File: src/rtl/mips_ctrl_pkg.sv
// Shared encodings for the multicycle MIPS control FSM.
// State enum, opcode/pc_src/ALU encodings and the wait-state predicate.
package mips_ctrl_pkg;

  typedef enum logic [3:0] {
    FETCH,
    DECODE,
    MEMADR,
    MEMRD,
    MEMWB,
    MEMWR,
    EXEC,
    ALUWB,
    ADDIEX,
    ADDIWB,
    BRANCH,
    JUMP
  } state_e;

  localparam logic [5:0] OP_R    = 6'b000000;
  localparam logic [5:0] OP_LW   = 6'b100011;
  localparam logic [5:0] OP_SW   = 6'b101011;
  localparam logic [5:0] OP_BEQ  = 6'b000100;
  localparam logic [5:0] OP_ADDI = 6'b001000;
  localparam logic [5:0] OP_J    = 6'b000010;

  localparam logic [1:0] PCS_INC = 2'b00;
  localparam logic [1:0] PCS_BR  = 2'b01;
  localparam logic [1:0] PCS_JMP = 2'b10;

  localparam logic [1:0] ALU_ADD   = 2'b00;
  localparam logic [1:0] ALU_SUB   = 2'b01;
  localparam logic [1:0] ALU_FUNCT = 2'b10;

  localparam logic [1:0] SRCB_RT  = 2'b00;
  localparam logic [1:0] SRCB_ONE = 2'b01;
  localparam logic [1:0] SRCB_IMM = 2'b10;

  function automatic logic is_wait_state(input state_e s);
    return (s == FETCH) || (s == MEMRD) || (s == MEMWR);
  endfunction

endpackage

File: src/rtl/mem_wait_timer.sv
// Counts consecutive memory-wait cycles; expire flags the last allowed cycle without ready.
// Combinational expire, counter updates next edge; no backpressure of its own.
module mem_wait_timer #(
  parameter int TIMEOUT_CYCLES = 16
) (
  input  logic clk,
  input  logic rst,
  input  logic in_wait,
  input  logic ready,
  input  logic clear,
  output logic expire
);

  localparam int CNT_W = (TIMEOUT_CYCLES > 1) ? $clog2(TIMEOUT_CYCLES) : 1;
  localparam logic [CNT_W-1:0] CNT_LAST = CNT_W'(TIMEOUT_CYCLES - 1);

  logic [CNT_W-1:0] cnt_q, cnt_d;

  assign expire = in_wait && !ready && (cnt_q == CNT_LAST);

  always_comb begin
    cnt_d = cnt_q;
    if (clear || ready || expire || !in_wait) begin
      cnt_d = '0;
    end else begin
      cnt_d = cnt_q + CNT_W'(1);
    end
  end

  always_ff @(posedge clk) begin
    if (rst) begin
      cnt_q <= '0;
    end else begin
      cnt_q <= cnt_d;
    end
  end

endmodule

File: src/rtl/mips_mc_ctrl.sv
// Multicycle MIPS control FSM: Moore strobes per state, memory waits bounded by a timeout.
// R/ADDI/SW 4 cycles, LW 5, BEQ/J 3 with mem_ready high; stalls in FETCH/MEMRD/MEMWR on !mem_ready.
module mips_mc_ctrl
  import mips_ctrl_pkg::*;
#(
  parameter int TIMEOUT_CYCLES = 16
) (
  input  logic       clk,
  input  logic       rst,
  input  logic [5:0] opcode,
  input  logic       zero,
  input  logic       mem_ready,
  output logic       pc_we,
  output logic [1:0] pc_src,
  output logic       ir_we,
  output logic       mem_re,
  output logic       mem_we,
  output logic       iord,
  output logic       reg_we,
  output logic       reg_dst,
  output logic       mem_to_reg,
  output logic       alu_src_a,
  output logic [1:0] alu_src_b,
  output logic [1:0] alu_op,
  output logic       retire,
  output logic       illegal,
  output logic       bus_err
);

  state_e state_q, state_d;
  logic   wait_exp;

  mem_wait_timer #(
    .TIMEOUT_CYCLES(TIMEOUT_CYCLES)
  ) u_timer (
    .clk    (clk),
    .rst    (rst),
    .in_wait(is_wait_state(state_q)),
    .ready  (mem_ready),
    .clear  (state_d != state_q),
    .expire (wait_exp)
  );

  always_ff @(posedge clk) begin
    if (rst) begin
      state_q <= FETCH;
    end else begin
      state_q <= state_d;
    end
  end

  always_comb begin
    state_d    = state_q;
    pc_we      = 1'b0;
    pc_src     = PCS_INC;
    ir_we      = 1'b0;
    mem_re     = 1'b0;
    mem_we     = 1'b0;
    iord       = 1'b0;
    reg_we     = 1'b0;
    reg_dst    = 1'b0;
    mem_to_reg = 1'b0;
    alu_src_a  = 1'b0;
    alu_src_b  = SRCB_RT;
    alu_op     = ALU_ADD;
    retire     = 1'b0;
    illegal    = 1'b0;
    bus_err    = 1'b0;
    // Reset wins over everything, so an interrupted access never reports an error.
    if (!rst) begin
      unique case (state_q)
        FETCH: begin
          mem_re    = 1'b1;
          alu_src_b = SRCB_ONE;
          if (mem_ready) begin
            ir_we   = 1'b1;
            pc_we   = 1'b1;
            state_d = DECODE;
          end else if (wait_exp) begin
            bus_err = 1'b1;
          end
        end
        DECODE: begin
          unique case (opcode)
            OP_LW, OP_SW: state_d = MEMADR;
            OP_R:         state_d = EXEC;
            OP_ADDI:      state_d = ADDIEX;
            OP_BEQ:       state_d = BRANCH;
            OP_J:         state_d = JUMP;
            default: begin
              illegal = 1'b1;
              state_d = FETCH;
            end
          endcase
        end
        MEMADR: begin
          alu_src_a = 1'b1;
          alu_src_b = SRCB_IMM;
          if (opcode == OP_LW)      state_d = MEMRD;
          else if (opcode == OP_SW) state_d = MEMWR;
          else                      state_d = FETCH;
        end
        MEMRD: begin
          mem_re = 1'b1;
          iord   = 1'b1;
          if (mem_ready) begin
            state_d = MEMWB;
          end else if (wait_exp) begin
            bus_err = 1'b1;
            state_d = FETCH;
          end
        end
        MEMWB: begin
          reg_we     = 1'b1;
          mem_to_reg = 1'b1;
          retire     = 1'b1;
          state_d    = FETCH;
        end
        MEMWR: begin
          mem_we = 1'b1;
          iord   = 1'b1;
          if (mem_ready) begin
            retire  = 1'b1;
            state_d = FETCH;
          end else if (wait_exp) begin
            bus_err = 1'b1;
            state_d = FETCH;
          end
        end
        EXEC: begin
          alu_src_a = 1'b1;
          alu_op    = ALU_FUNCT;
          state_d   = ALUWB;
        end
        ALUWB: begin
          reg_we  = 1'b1;
          reg_dst = 1'b1;
          retire  = 1'b1;
          state_d = FETCH;
        end
        ADDIEX: begin
          alu_src_a = 1'b1;
          alu_src_b = SRCB_IMM;
          state_d   = ADDIWB;
        end
        ADDIWB: begin
          reg_we  = 1'b1;
          retire  = 1'b1;
          state_d = FETCH;
        end
        BRANCH: begin
          alu_src_a = 1'b1;
          alu_op    = ALU_SUB;
          pc_src    = PCS_BR;
          pc_we     = zero;
          retire    = 1'b1;
          state_d   = FETCH;
        end
        JUMP: begin
          pc_src  = PCS_JMP;
          pc_we   = 1'b1;
          retire  = 1'b1;
          state_d = FETCH;
        end
        default: state_d = FETCH;
      endcase
    end
  end

endmodule
File: config.mk
export PLATFORM = sky130hd
export DESIGN_NAME = mips_mc_ctrl
export DESIGN_NICKNAME = d
export VERILOG_FILES = /design/src/rtl/mips_ctrl_pkg.sv /design/src/rtl/mem_wait_timer.sv /design/src/rtl/mips_mc_ctrl.sv
export SDC_FILE = /design/constraint.sdc
export NUM_CORES = 1
export LEC_CHECK = 0
export CAP_MARGIN = 25
export CORE_UTILIZATION = 29
export DETAILED_ROUTE_END_ITERATION = 8
export HOLD_SLACK_MARGIN = 0.03
export REMOVE_ABC_BUFFERS = 1
export SLEW_MARGIN = 30
export SYNTH_ARGS = -nofsm -noshare
export SYNTH_HDL_FRONTEND = slang
export SYNTH_SLANG_ARGS = --single-unit
File: constraint.sdc
create_clock -name clk -period 2.2 [get_ports clk]
set_input_delay 0.44 -clock clk [delete_from_list [all_inputs] [get_ports clk]]
set_output_delay 0.44 -clock clk [all_outputs]
set_load 0.05 [all_outputs]
After elaboration in Yosys (flattened, before gate mapping)
Cells that the tools add are included.

Bits of input ports: 10. Output and inout bits: 18. Register bits after elaboration: 8.

$add $sub $neg: 1. Eq/ne operators: 18. Reduce and logical (&&, ||, !) cells: 21. Muxes and demuxes: 43.

Operators with widths (count): one-hot mux 4 bit (7 select lines) (1); two-way mux 1 bit (26); == test 4 bit, second input constant (5); two-way mux 4 bit (5); one-hot mux 4 bit (5 select lines) (1); == test 4 x 3 -> 1 bit, second input constant (4); == test 6 bit, second input constant (2); one-hot mux 2 bit (2 select lines) (3); OR reduction 2 bit (5); == test 4 x 2 -> 1 bit, second input constant (2); == test 6 x 2 -> 1 bit, second input constant (1); == test 6 x 3 -> 1 bit, second input constant (1); == test 6 x 4 -> 1 bit, second input constant (1); logical NOT 6 bit (1); two-way mux 2 bit (3); two-way mux 3 bit (2); OR reduction 3 bit (2); OR reduction 6 bit (1); logical OR 1 bit (5); OR reduction 5 bit (1); adder 4 x 1 -> 4 bit, second input constant (1); == test 4 x 1 -> 1 bit, second input constant (1); logical NOT 4 bit (1); inequality test 4 bit (1); 5 further kinds (7).

Depth between registers and ports, before layout
Gate-level depths: netlist of the first run.

Word-level depth: 14. Mapped depth: 6.

Modules after synthesis
From an unflattened synthesis of the first run, not the netlist that was laid out.

Cell total of the unflattened synthesis: 131. Area total of the unflattened synthesis: 955.9 um^2.

Modules (own cells, without submodules): mips_mc_ctrl (instances 1, area an instance 772.0 um^2, cells an instance 111); mem_wait_timer (instances 1, area an instance 183.9 um^2, cells an instance 20).

Least setup slack after synthesis of the first run
Ideal clock, no wire load.

Path kind: register to output. Start point: register state_q[2]. End point: output illegal. Path buffers: 1. Stages on the path, launching flop included: 4. Path slack: -671 ps. Data arrival time: 2431 ps. Data required time: 1760 ps. Path through: dfxtp_1 > buf_6 > or4b_4 > nor4_1.

Word-level cells in the longest chain between the ends: 3.

Ends and longest elaborated chain: start, declared (line mips_mc_ctrl.sv:30) `state_e state_q, state_d;`; start signal, assigned (line mips_mc_ctrl.sv:48) `state_q <= state_d;`; == test 4 x 1 -> 1 bit (line mips_mc_ctrl.sv:71) `unique case (state_q)`; two-way mux 1 bit (line mips_mc_ctrl.sv:71); two-way mux 1 bit (line mips_mc_ctrl.sv:70) `if (!rst) begin`; end, declared (line mips_mc_ctrl.sv:26) `output logic illegal,`.

No other way between the ends.

Worst setup path after layout of the first run
Start point: register state_q[0]. End point: output illegal.

Same word-level chain as after synthesis.

==> results.cfg, run 1 <==
[hold_path]
min_path_type = reg -> reg
worstHoldEndpoint = u_timer.cnt_q[0]$_SDFF_PP0_
hold_depth = 1
hold_start = u_timer.cnt_q[0]$_SDFF_PP0_

[global_routing]
grt_max_degree = 14
grt_use_met2_pct = 33.9
grt_pass1_wl_um = 4090
grt_antenna_before_repair = 0
grtUsageMet1_pct = 22.9
globalRouteOverflowTotal = 0
grt_pass1_vias = 949
met3_usage_pct = 1.39
busiest_layer = met2
grt.total_usage_pct = 18.8

[timing]
maxSlewViolCount = 0
layout_min_cycle_time_ns = 2.16
rsz0062_at_grt = true
final-hold-violation-count = 0
setup_viol = 0
final.setup_skew_ns = 0.000182
timing.slew.headroom_pct = 72.8
fin_crit_sh_pct = 98.2
worstMarginPinSlew_ns = 0.397
fmax_mhz = 463

[power]
p_sw_share_pct = 30.6
power.leakage_nw = 0.627
finalPower_mw = 0.419
vdd_drop_max_mv = 0.324
share_seq_of_total_power_pct = 36.8
combPwrFrac_pct = 37.3
switchingPower_mw = 0.128
clkPwrFrac_pct = 25.9
p_per_area_nw_per_um2 = 272
p_int_mw = 0.291

[cells_and_area]
fillers = 235
n_antenna_cell = 0
fin_cells = 188
area_delta_synth_final_pct = 94.8
drive_gt1_share_pct = 42.4
finalNetCount = 171

[logic_synthesis]
yosys_warnings = 0
synth_seq_cells = 8
synth_cells = 110
synth_cell_types = 40
synth_seq_area_share_pct = 20.2
avgSynthCellArea_sq_um = 7.20
synth_area_sq_um = 792

[setup_path]
required_ns = 1.76
startpoint_type = flop
crit_arrival_ns = 1.72
crit_path_end_kind = output pin
crit_start = state_q[0]$_SDFF_PP0_
critPathMaxFanout = 12
ff2ff_path_depth = 5
rrSetupSlack_ns = 0.52
worstSetupPathType = reg -> out
worstReg2RegEnd = state_q[0]$_SDFF_PP0_
r2r-start = state_q[0]$_SDFF_PP0_

[routing]
drc = 0
dr.pass1.iters = 4
routed_wirelength_um = 2490
vias = 971
wl_per_cell_um = 13.2
viasPerCell = 5.16
drtIter0Drc = 22
antenna_left = 0

[flow_run]
drv_cap = 0

[floorplan]
die_width_um = 54.3
floorplan.initialDensity_pct = 31.4
dieArea_sq_um = 2940
ioPinCount = 28
die_h_um = 54.3
core_area_sq_um = 2520
rows = 18

[cts]
cts.clk_slew.worst_paths_ns = 0.05
cts.sinks = 8
cts_tree = done
htree_levels = 1
cts_root_buf = clkbuf_4
clkLatencyLatePin_ns = 0.25
cts_max_path_buffers = 2
cts-buffers-inserted = 3

[run_status]
outcome = complete, no violations

[place]
gp_congestion = 0.853
portBuffers = 27
hpwl_um = 1890
dp_cells = 183
==> worst max-delay path by stage <==
stage               to  depth (start not counted)  slack, ns
2_1_floorplan  illegal                          2      -0.83
3_3_place_gp   illegal                          6      -0.06
3_5_place_dp   illegal                          6      -0.11
4_1_cts        illegal                          4      0.003
5_1_grt        illegal                          4      -0.01
6_report       illegal                          4       0.04
==> through the flow <==
step	hold slack, ns	cell area, sq um	util [%]	setup slack (ns)	TNS (ns)
after floorplan	0.428	734	-	-0.834	-3.42
after global placement	0.433	1420	56.2	-0.0574	-0.129
after detailed placement	0.447	1420	56.2	-0.113	-0.209
after CTS	0.454	1480	58.5	0.00301	0
after global routing	0.467	1540	61.2	-0.0124	-0.0124
final	0.453	1540	61.2	0.0390	0
==> cells by family (layout without fill, tap and decap cells) <==
family / count (synthesis) / after routing / synth area share, %
AO/OA/AOI/OAI: 26 / 26 / 22.1
XOR/XNOR: 6 / 6 / 6.64
adder cells (fa/ha/maj): 1 / 1 / 1.58
buffers and inverters: 17 / 65 / 10.6
flip-flops: 8 / 8 / 20.2
AND/OR/NAND/NOR: 52 / 52 / 38.9
==> critical path, cell delays in order, from the launching register on <==
cell	delay, ns
dfxtp_4	0.42
or4b_4	0.52
nor4_4	0.26
buf_4	0.15
buf_12	0.12
==> repair_timing <==
| action | CTS | global route |
|---|---|---|
| endpoints found under the setup margin | 4 | 9 |
| gates resized for setup | 12 | 13 |
| setup buffers | 0 | 2 |
| pin swaps | 2 | 4 |
| hold buffers | 0 | 0 |
==> state kept, by name, indices dropped and copies added, names as in the netlist <==
signal         flops
state_q            4
u_timer.cnt_q      4
==> area by class of cell <==
| cell class | count | area (sq um) | area share [%] |
|---|---|---|---|
| tap | 30 | 37.5 | 2.43 |
| sequential | 8 | 168 | 10.9 |
| clock buffer | 3 | 22.5 | 1.46 |
| multi-input combinational | 85 | 618 | 40.1 |
| inverter | 7 | 26.3 | 1.70 |
| timing repair buffer | 55 | 671 | 43.5 |
==> synth_stat cells <==
| library cell | count | area (sq um) |
|---|---|---|
| nand2_1 | 9 | 33.8 |
| nor3_1 | 9 | 45.0 |
| dfxtp_1 | 8 | 160 |
| nor2_1 | 8 | 30.0 |
| inv_1 | 7 | 26.3 |
| a21oi_1 | 5 | 25.0 |
| clkbuf_1 | 5 | 18.8 |
| o21ai_0 | 5 | 25.0 |
| and3_1 | 4 | 25.0 |
| nand2b_1 | 4 | 25.0 |
| xor2_1 | 4 | 35.0 |
| nor3b_1 | 3 | 22.5 |
| nor4_1 | 3 | 18.8 |
| o21bai_1 | 3 | 22.5 |
| a211oi_1 | 2 | 15.0 |
| a31oi_1 | 2 | 12.5 |
| buf_6 | 2 | 22.5 |
| nand3_1 | 2 | 10.0 |
| nor2b_1 | 2 | 12.5 |
| o211ai_1 | 2 | 15.0 |
| xnor2_1 | 2 | 17.5 |
| a2111o_1 | 1 | 11.3 |
| a2111oi_0 | 1 | 8.76 |
| a21boi_0 | 1 | 7.51 |
| a22oi_1 | 1 | 7.51 |
| a311o_1 | 1 | 10.0 |
| and2_1 | 1 | 6.26 |
| and4_1 | 1 | 8.76 |
| buf_1 | 1 | 3.75 |
| buf_2 | 1 | 5.00 |
| buf_4 | 1 | 7.51 |
| ha_1 | 1 | 12.5 |
| nand3b_1 | 1 | 7.51 |
| nand4b_1 | 1 | 8.76 |
| nor4b_1 | 1 | 8.76 |
| nor4b_4 | 1 | 23.8 |
| o2111ai_1 | 1 | 8.76 |
| o22ai_1 | 1 | 6.26 |
| or4_1 | 1 | 7.51 |
| or4b_4 | 1 | 13.8 |
==> placed cells by master (no fill, tap or decap), drive strengths merged, types with 2 or more instances in the layout <==
cell	n
and3	4
buf	46
a31oi	2
clkbuf	3
nor4b	2
a211oi	2
nand3	2
nand2	9
nor3b	3
clkdlybuf4s50	5
xnor2	2
nor4	3
nor3	9
o21bai	3
nor2	8
a21oi	5
inv	7
dfxtp	8
o21ai	5
nor2b	2
nand2b	4
dlymetal6s2s	3
xor2	4
o211ai	2
==> routing by layer <==
layer  vias up  wire length (um)
met5         -                 0
li1        494                 -
met3         2                91
met2        24              1240
met4         0                27
met1       451              1120
==> power by group through the flow <==
stage / Clock [mW] / Sequential (mW) / Combinational, mW
after detailed placement: 0 / 0.157 / 0.144
after floorplan: 0 / 0.158 / 0.0553
final: 0.109 / 0.154 / 0.156
after global placement: 0 / 0.157 / 0.142
after CTS: 0.115 / 0.154 / 0.149
after global routing: 0.121 / 0.155 / 0.167
Note: power is estimated with default switching activity, not from simulation.
==> inputs of run 2 (changes only) <==
- CORE_MARGIN: not set -> 3
==> run 2 against run 1 <==
Compared with the run above:
- routed wire length barely moved
- final cell count rose by 3.2%
- non-clock buffer count rose by 6
- clock power rose by 4%
- critical path type is now in -> out
- largest cell class unchanged
==> results.cfg, run 2 (same netlist as run 1, synthesis figures left out) <==
[setup_path]
cp_slowest_cell = clkdlybuf4s50_1
worstSetupPathType = in -> out
crit_path_end_kind = output pin
path_cells = clkdlybuf4s50_1 -> buf_4 -> nor2_2 -> nand2_1 -> nor2_1 -> buf_4 -> buf_12
crit_buf_inv = 4
required_ns = 1.76
crit_arrival_ns = 1.72
crit_family = buffers and inverters
startpoint_type = input port
critPathMaxFanout = 8
cp_slowest_stage_delay_ns = 0.46
cp_common_cell = buf_4

[global_routing]
grt_pass1_wl_um = 4250
grt_max_degree = 14
grt_pass1_vias = 1001
grt.total_usage_pct = 15.7
globalRouteOverflowTotal = 0
grt_antenna_before_repair = 0

[cells_and_area]
fillers = 221
regArea_sq_um = 171
area_delta_synth_final_pct = 97.9
multiInputGateArea_sq_um = 596
drive_gt1_share_pct = 41.5
layout_commonest_cell = buf_4
n_antenna_cell = 0
reg_top3 = state_q (4), u_timer.cnt_q (4)
fin_cells = 194
mostFrequentLayoutCells = buf_4, buf_12, nand2_1, nor3_1, inv_1
finalNetCount = 177

[hold_path]
min_path_type = reg -> reg

[timing]
final-hold-violation-count = 0
worstMarginPinSlew_ns = 0.327
fmax_mhz = 462
fin_crit_sh_pct = 98.3
maxSlewViolCount = 0
final.setup_skew_ns = 0.00113
rsz0062_at_grt = true
timing.slew.headroom_pct = 77.6
setup_viol = 0
layout_min_cycle_time_ns = 2.16

[floorplan]
die_width_um = 58.3
rows = 18
die_h_um = 58.3
floorplan.initialDensity_pct = 31.1
dieArea_sq_um = 3390
ioPinCount = 28
core_area_sq_um = 2540

[routing]
routed_wirelength_um = 2490
viasPerCell = 5.07
drtIter0Drc = 31
drc = 0
wl_per_cell_um = 12.8
dr.pass1.iters = 4
vias = 983
antenna_left = 0

[cts]
cts_root_buf = clkbuf_4
cts.sinks = 8
cts_tree = done
clkLatencyLatePin_ns = 0.25
htree_levels = 1
hold_buffers = 0
cts-buffers-inserted = 3
cts.clk_slew.worst_paths_ns = 0.05
cts_max_path_buffers = 2

[place]
gp_congestion = 0.788
hpwl_um = 1910
portBuffers = 27
dp_cells = 186

[power]
p_per_area_nw_per_um2 = 271
finalPower_mw = 0.425
power.leakage_nw = 0.635
vdd_drop_max_mv = 0.298

[flow_run]
drv_cap = 0

[run_status]
outcome = complete, no violations
==> run 2: repair_timing <==
action / CTS / global route
endpoints found under the setup margin: 6 / 6
pin swaps: 1 / 4
gates resized for setup: 10 / 11
hold endpoints to repair: 0 / 0
setup buffers: 0 / 5
==> run 2: path summary, 6_finish.rpt <==
kind / startpoint / to / slack [ns] / cells after the start
hold reg to reg: u_timer.cnt_q[0]$_SDFF_PP0_ / u_timer.cnt_q[0]$_SDFF_PP0_ / 0.47 / 1
hold / removal: u_timer.cnt_q[0]$_SDFF_PP0_ / u_timer.cnt_q[0]$_SDFF_PP0_ / 0.47 / 1
setup reg to reg: state_q[1]$_SDFF_PP0_ / state_q[2]$_SDFF_PP0_ / 0.50 / 5
setup / recovery: rst / alu_op[0] / 0.04 / 7
==> run 2: metal layers <==
layer	GRT usage (%)	vias up	share of wire (%)
li1	-	509	-
met1	18.5	436	43
met2	28.5	30	51
met3	3.79	8	4.3
met4	2.98	0	1.6
met5	0	-	0
==> run 2: per-stage QoR <==
stage	cell area [sq um]	setup WS, ns	hold WS, ns	TNS (ns)	util, %
2_1_floorplan	734	-0.834	0.428	-3.42	-
3_3_place_gp	1440	-0.0646	0.433	-0.183	56.6
3_5_place_dp	1440	-0.0992	0.476	-0.317	56.6
4_1_cts	1480	0.00174	0.484	0	58.2
5_1_grt	1570	-0.0365	0.485	-0.0850	61.6
6_report	1570	0.0373	0.473	0	61.6
==> run 2: power by group <==
group | internal, mW | switching (mW) | total (mW)
Clock | 0.0625 | 0.0502 | 0.113
Sequential | 0.146 | 0.00444 | 0.150
Combinational | 0.0844 | 0.0774 | 0.162
==> run 2: cell type report <==
type / count / area share, %
Multi-Input combinational cell: 85 / 38.0
Clock buffer: 3 / 1.44
Sequential cell: 8 / 10.9
Inverter: 7 / 1.68
Timing Repair Buffer: 61 / 45.6
Tap cell: 30 / 2.39
==> inputs of run 3 (changes only) <==
- CORE_ASPECT_RATIO: not set -> 1.5
- clock period: 2.2 -> 2.5 ns (I/O delays scaled with it)
==> run 3 against run 2 <==
Compared with the run above:
- core utilization fell by 6.2 points
- setup slack improved by 0.077 ns
- routed wire length fell by 10%
- critical path depth fell by 2
- global-route usage fell by 1.9 points
- cell area fell by 10%
- combinational power fell by 24%
- sequential power fell by 9%
- sequential cell count did not move
- highest routed layer unchanged
==> results.cfg, run 3 (same netlist as run 1, synthesis figures left out) <==
[power]
share_seq_of_total_power_pct = 38.1
switchingPower_mw = 0.109
combPwrFrac_pct = 34.3
clkPwrFrac_pct = 27.6
p_sw_share_pct = 30.5
vdd_drop_max_mv = 0.149
finalPower_mw = 0.359
p_per_area_nw_per_um2 = 255
power.leakage_nw = 0.541
p_int_mw = 0.249

[place]
hpwl_um = 1790
dp_cells = 181
portBuffers = 27
gp_congestion = 0.765

[floorplan]
die_h_um = 70.0
floorplan.initialDensity_pct = 31.3
core_area_sq_um = 2530
die_width_um = 48.7
dieArea_sq_um = 3410
rows = 22
ioPinCount = 28

[setup_path]
path_cells = clkdlybuf4s50_1 -> inv_1 -> a311o_1 -> a21oi_1 -> buf_12
cp_slowest_cell = clkdlybuf4s50_1
required_ns = 2.00
cp_slowest_stage_delay_ns = 0.54
worstSetupPathType = in -> out
crit_path_end_kind = output pin
startpoint_type = input port
critPathMaxFanout = 5
crit_arrival_ns = 1.89

[cells_and_area]
mostFrequentLayoutCells = buf_12, buf_4, nand2_1, clkdlybuf4s50_1, nor3_1
fin_util_pct = 55.4
fillers = 236
reg_top3 = state_q (4), u_timer.cnt_q (4)
finalNetCount = 161
n_antenna_cell = 0
area_delta_synth_final_pct = 77.3
fin_cells = 184
drive_gt1_share_pct = 31.1

[cts]
cts_max_path_buffers = 2
htree_levels = 1
cts_root_buf = clkbuf_4
cts-buffers-inserted = 3
hold_buffers = 0
postCtsSetupBuffers = 0
cts.clk_slew.worst_paths_ns = 0.05
cts_tree = done
clkLatencyLatePin_ns = 0.25
cts.sinks = 8

[timing]
timing.slew.headroom_pct = 73.3
worstMarginPinSlew_ns = 0.397
rsz0062_at_grt = false
setup_tns_ns = 0
final.setup_skew_ns = 0.000353
layout_min_cycle_time_ns = 2.39
maxSlewViolCount = 0
final-hold-violation-count = 0
fmax_mhz = 419
fin_crit_sh_pct = 95.4
setup_viol = 0

[routing]
dr.pass1.iters = 4
viasPerCell = 5.07
vias = 933
routed_wirelength_um = 2230
drc = 0
antenna_left = 0
wl_per_cell_um = 12.1
drtIter0Drc = 21

[global_routing]
grt_pass1_wl_um = 3930
grt_max_degree = 21
grt_pass1_vias = 914
grt.total_usage_pct = 13.8
globalRouteOverflowTotal = 0
grt_antenna_before_repair = 0

[run_status]
outcome = complete, no violations

[flow_run]
drv_cap = 0

[hold_path]
min_path_type = reg -> reg
-- run 3: cell types whose count changed in the layout (fill, tap and decap cells not counted), moves of 2 or more --
cell             previous run  this run
buf_4                      33        18
clkdlybuf4s50_1             6         9
dfxtp_2                     0         2
dfxtp_4                     3         0
dlygate4sd2_1               3         0
nor2_1                      5         7
-- run 3: layout make-up --
| class | instances | area (sq um) | area share [%] |
|---|---|---|---|
| clock buffer | 3 | 22.5 | 1.60 |
| timing repair buffer | 45 | 586 | 41.7 |
| tap | 36 | 45.0 | 3.21 |
| inverter | 7 | 26.3 | 1.87 |
| multi-input combinational | 85 | 562 | 40.0 |
| sequential | 8 | 163 | 11.6 |
-- run 3: power groups by stage --
stage          sequential, mW  combinational [mW]  clock [mW]
6_report                0.137               0.123      0.0989
5_1_grt                 0.137               0.131       0.117
4_1_cts                 0.136               0.123       0.104
3_5_place_dp            0.139               0.123           0
3_3_place_gp            0.139               0.122           0
2_1_floorplan           0.139              0.0487           0
-- run 3: metal layers --
metal	share of wire, %	vias to the layer above	wire (um)	GRT usage [%]
li1	-	481	-	-
met1	40	434	895	14.4
met2	57	14	1270	26.3
met3	1.9	4	43	3.41
met4	0.99	0	22	4.43
met5	0	-	0	0
-- run 3: final timing paths --
check        slack (ns)  depth (start not counted)                           to                         from
min                0.46                          1  u_timer.cnt_q[0]$_SDFF_PP0_  u_timer.cnt_q[0]$_SDFF_PP0_
max                0.11                          5                       retire                    mem_ready
min reg2reg        0.46                          1  u_timer.cnt_q[0]$_SDFF_PP0_  u_timer.cnt_q[0]$_SDFF_PP0_
max reg2reg        0.80                          5  u_timer.cnt_q[1]$_SDFF_PP0_        state_q[2]$_SDFF_PP0_
-- run 3: critical path, delay by kind of cell --
kind                   cells  cell delay [ns]
buffers and inverters      3             0.79
AOI/OAI and AO/OA          2             0.59
-- run 3: metrics by stage --
step / setup slack (ns) / cell area (sq um) / hold slack, ns
5_1_grt: 0.0208 / 1400 / 0.500
3_3_place_gp: 0.104 / 1370 / 0.433
4_1_cts: 0.0711 / 1390 / 0.457
3_5_place_dp: 0.0871 / 1370 / 0.450
6_report: 0.115 / 1400 / 0.459
2_1_floorplan: -0.594 / 734 / 0.428
-- run 3: repair_timing --
item,4_1_cts,5_1_grt
endpoints found under the setup margin,0,2
gates resized for setup,0,5
endpoints found under the hold margin,0,0
==> RTL change (settings of run 1) <==
The 12 states of `state_e` get a one-hot encoding in 12 bits.
--- a/src/rtl/mips_ctrl_pkg.sv
+++ b/src/rtl/mips_ctrl_pkg.sv
@@ -4,15 +4,15 @@
 
-  typedef enum logic [3:0] {
-    FETCH,
-    DECODE,
-    MEMADR,
-    MEMRD,
-    MEMWB,
-    MEMWR,
-    EXEC,
-    ALUWB,
-    ADDIEX,
-    ADDIWB,
-    BRANCH,
-    JUMP
+  typedef enum logic [11:0] {
+    FETCH  = 12'b000000000001,
+    DECODE = 12'b000000000010,
+    MEMADR = 12'b000000000100,
+    MEMRD  = 12'b000000001000,
+    MEMWB  = 12'b000000010000,
+    MEMWR  = 12'b000000100000,
+    EXEC   = 12'b000001000000,
+    ALUWB  = 12'b000010000000,
+    ADDIEX = 12'b000100000000,
+    ADDIWB = 12'b001000000000,
+    BRANCH = 12'b010000000000,
+    JUMP   = 12'b100000000000
   } state_e;
Function: same outputs for any inputs over 10 cycles, from zero or initial values and one cycle with rst high; not proved beyond that.
==> RTL change against run 1 <==
- the flow now finishes with violations (negative setup slack)
- largest power group is now registers
- die area grew 36%
- clock skew grew 1.6 ps
- worst setup slack lost 540 ps
- register-to-register slack lost 580 ps
- routed wire length grew 89%
- total power grew 99%
- sequential cell count grew 8
- cell area grew 57%
- global-route usage grew 4.5 points
- synthesized area grew 38%
==> RTL change: results (changes against run 1) <==
run_status:
  status: "finished, violations left"
  violations: "negative setup slack"
pwr:
  p_seq_frac: 0.357  # -0.011
  p_leak_nw: 0.932  # +49%
  p_comb_frac: 0.318  # -0.055
  p_int_w: 0.000579  # +99%
synth:
  synth_commonest_cells: "nor2_1 (24), dfxtp_1 (16), nor4b_1 (9)"
  postSynthAreaPerCell_um2: 7.92  # +9.9%
  synth_area_leaders: "dfxtp_1 (29%), nor2_1 (8.2%), nor4b_1 (7.2%)"
  synth_seq_cells: 16  # +8
global_route:
  use_met2: 0.423  # +0.0834
  grt_use_met1: 0.263  # +0.0338
  grt_use_met3: 0.0453  # +0.0314
  grt_pass1_wl_mm: 7.22  # +77%
finish:
  stdcell_count: 262  # +39%
  top_regs: "state_q: 12 flops, u_timer.cnt_q: 4 flops"
  clk_share: 0.0227  # +0.00809
  multi_input_area_um2: 1040  # +68%
  inv_count: 3  # -4
  comb.multi_input.count: 108  # +27%
  num-fill-cells: 254  # +8.1%
worst_setup_path:
  r2r_start: "state_q[10]$_SDFF_PP0_"
  startpoint: "state_q[6]$_SDFF_PP0_"
detailed_routing:
  drt-wirelength-per-cell_um: 17.9  # +36%
  vias: 1486  # +53%
  wl_met2_mm: 2.43  # +95%
  drt_first_iter_violations: 90  # +310%
  m1WireLength_mm: 1.88  # +68%
sta:
  fin_ws_ps: -502  # -541 ps
  holdWs_ps: 463  # +10.5 ps
  setup_viol: 19  # +19
  clock_skew_ps: 1.79  # +1.61 ps
place:
  dp_cells: 241  # +32%
  gp_congestion: 0.992  # +16%
  placed_area_um2: 1840  # +30%
clock_network:
  root_buffer: "clkbuf_8"
  cts.clk_slew.worst_paths_ps: 70  # +20 ps
RTL change: cells by family (layout without fill, tap and decap cells):
group | Yosys count | after routing | share of synthesized area
xor gates and xnor gates | 6 | 6 | 0.0481
buffers and inverters | 14 | 92 | 0.0641
DFF | 16 | 16 | 0.293
and+or+nand+nor | 81 | 81 | 0.447
adders and majority gates | 2 | 2 | 0.0206
AOI/OAI and AO/OA | 19 | 19 | 0.127
RTL change: worst max-delay path, stage by stage, from the launching register on:
cell     delay [ps]
dfxtp_2         330
buf_6           110
or3_4           370
or4_4           580
buf_6           160
o22ai_4         160
or2_1           160
buf_12          140
RTL change: metrics by stage:
| step | power (W) | setup TNS, ps |
|---|---|---|
| floorplan | 0.000389 | -10620 |
| global placement | 0.000489 | -2460 |
| detailed placement | 0.000494 | -2880 |
| CTS | 0.000804 | -5300 |
| global route | 0.000864 | -7070 |
| finish | 0.000835 | -5360 |
RTL change: what timing repair did:
item	4_1_cts	5_1_grt
setup endpoints to repair	18	25
resized for setup	62	36
pin swaps	22	17
setup buffers	13	7
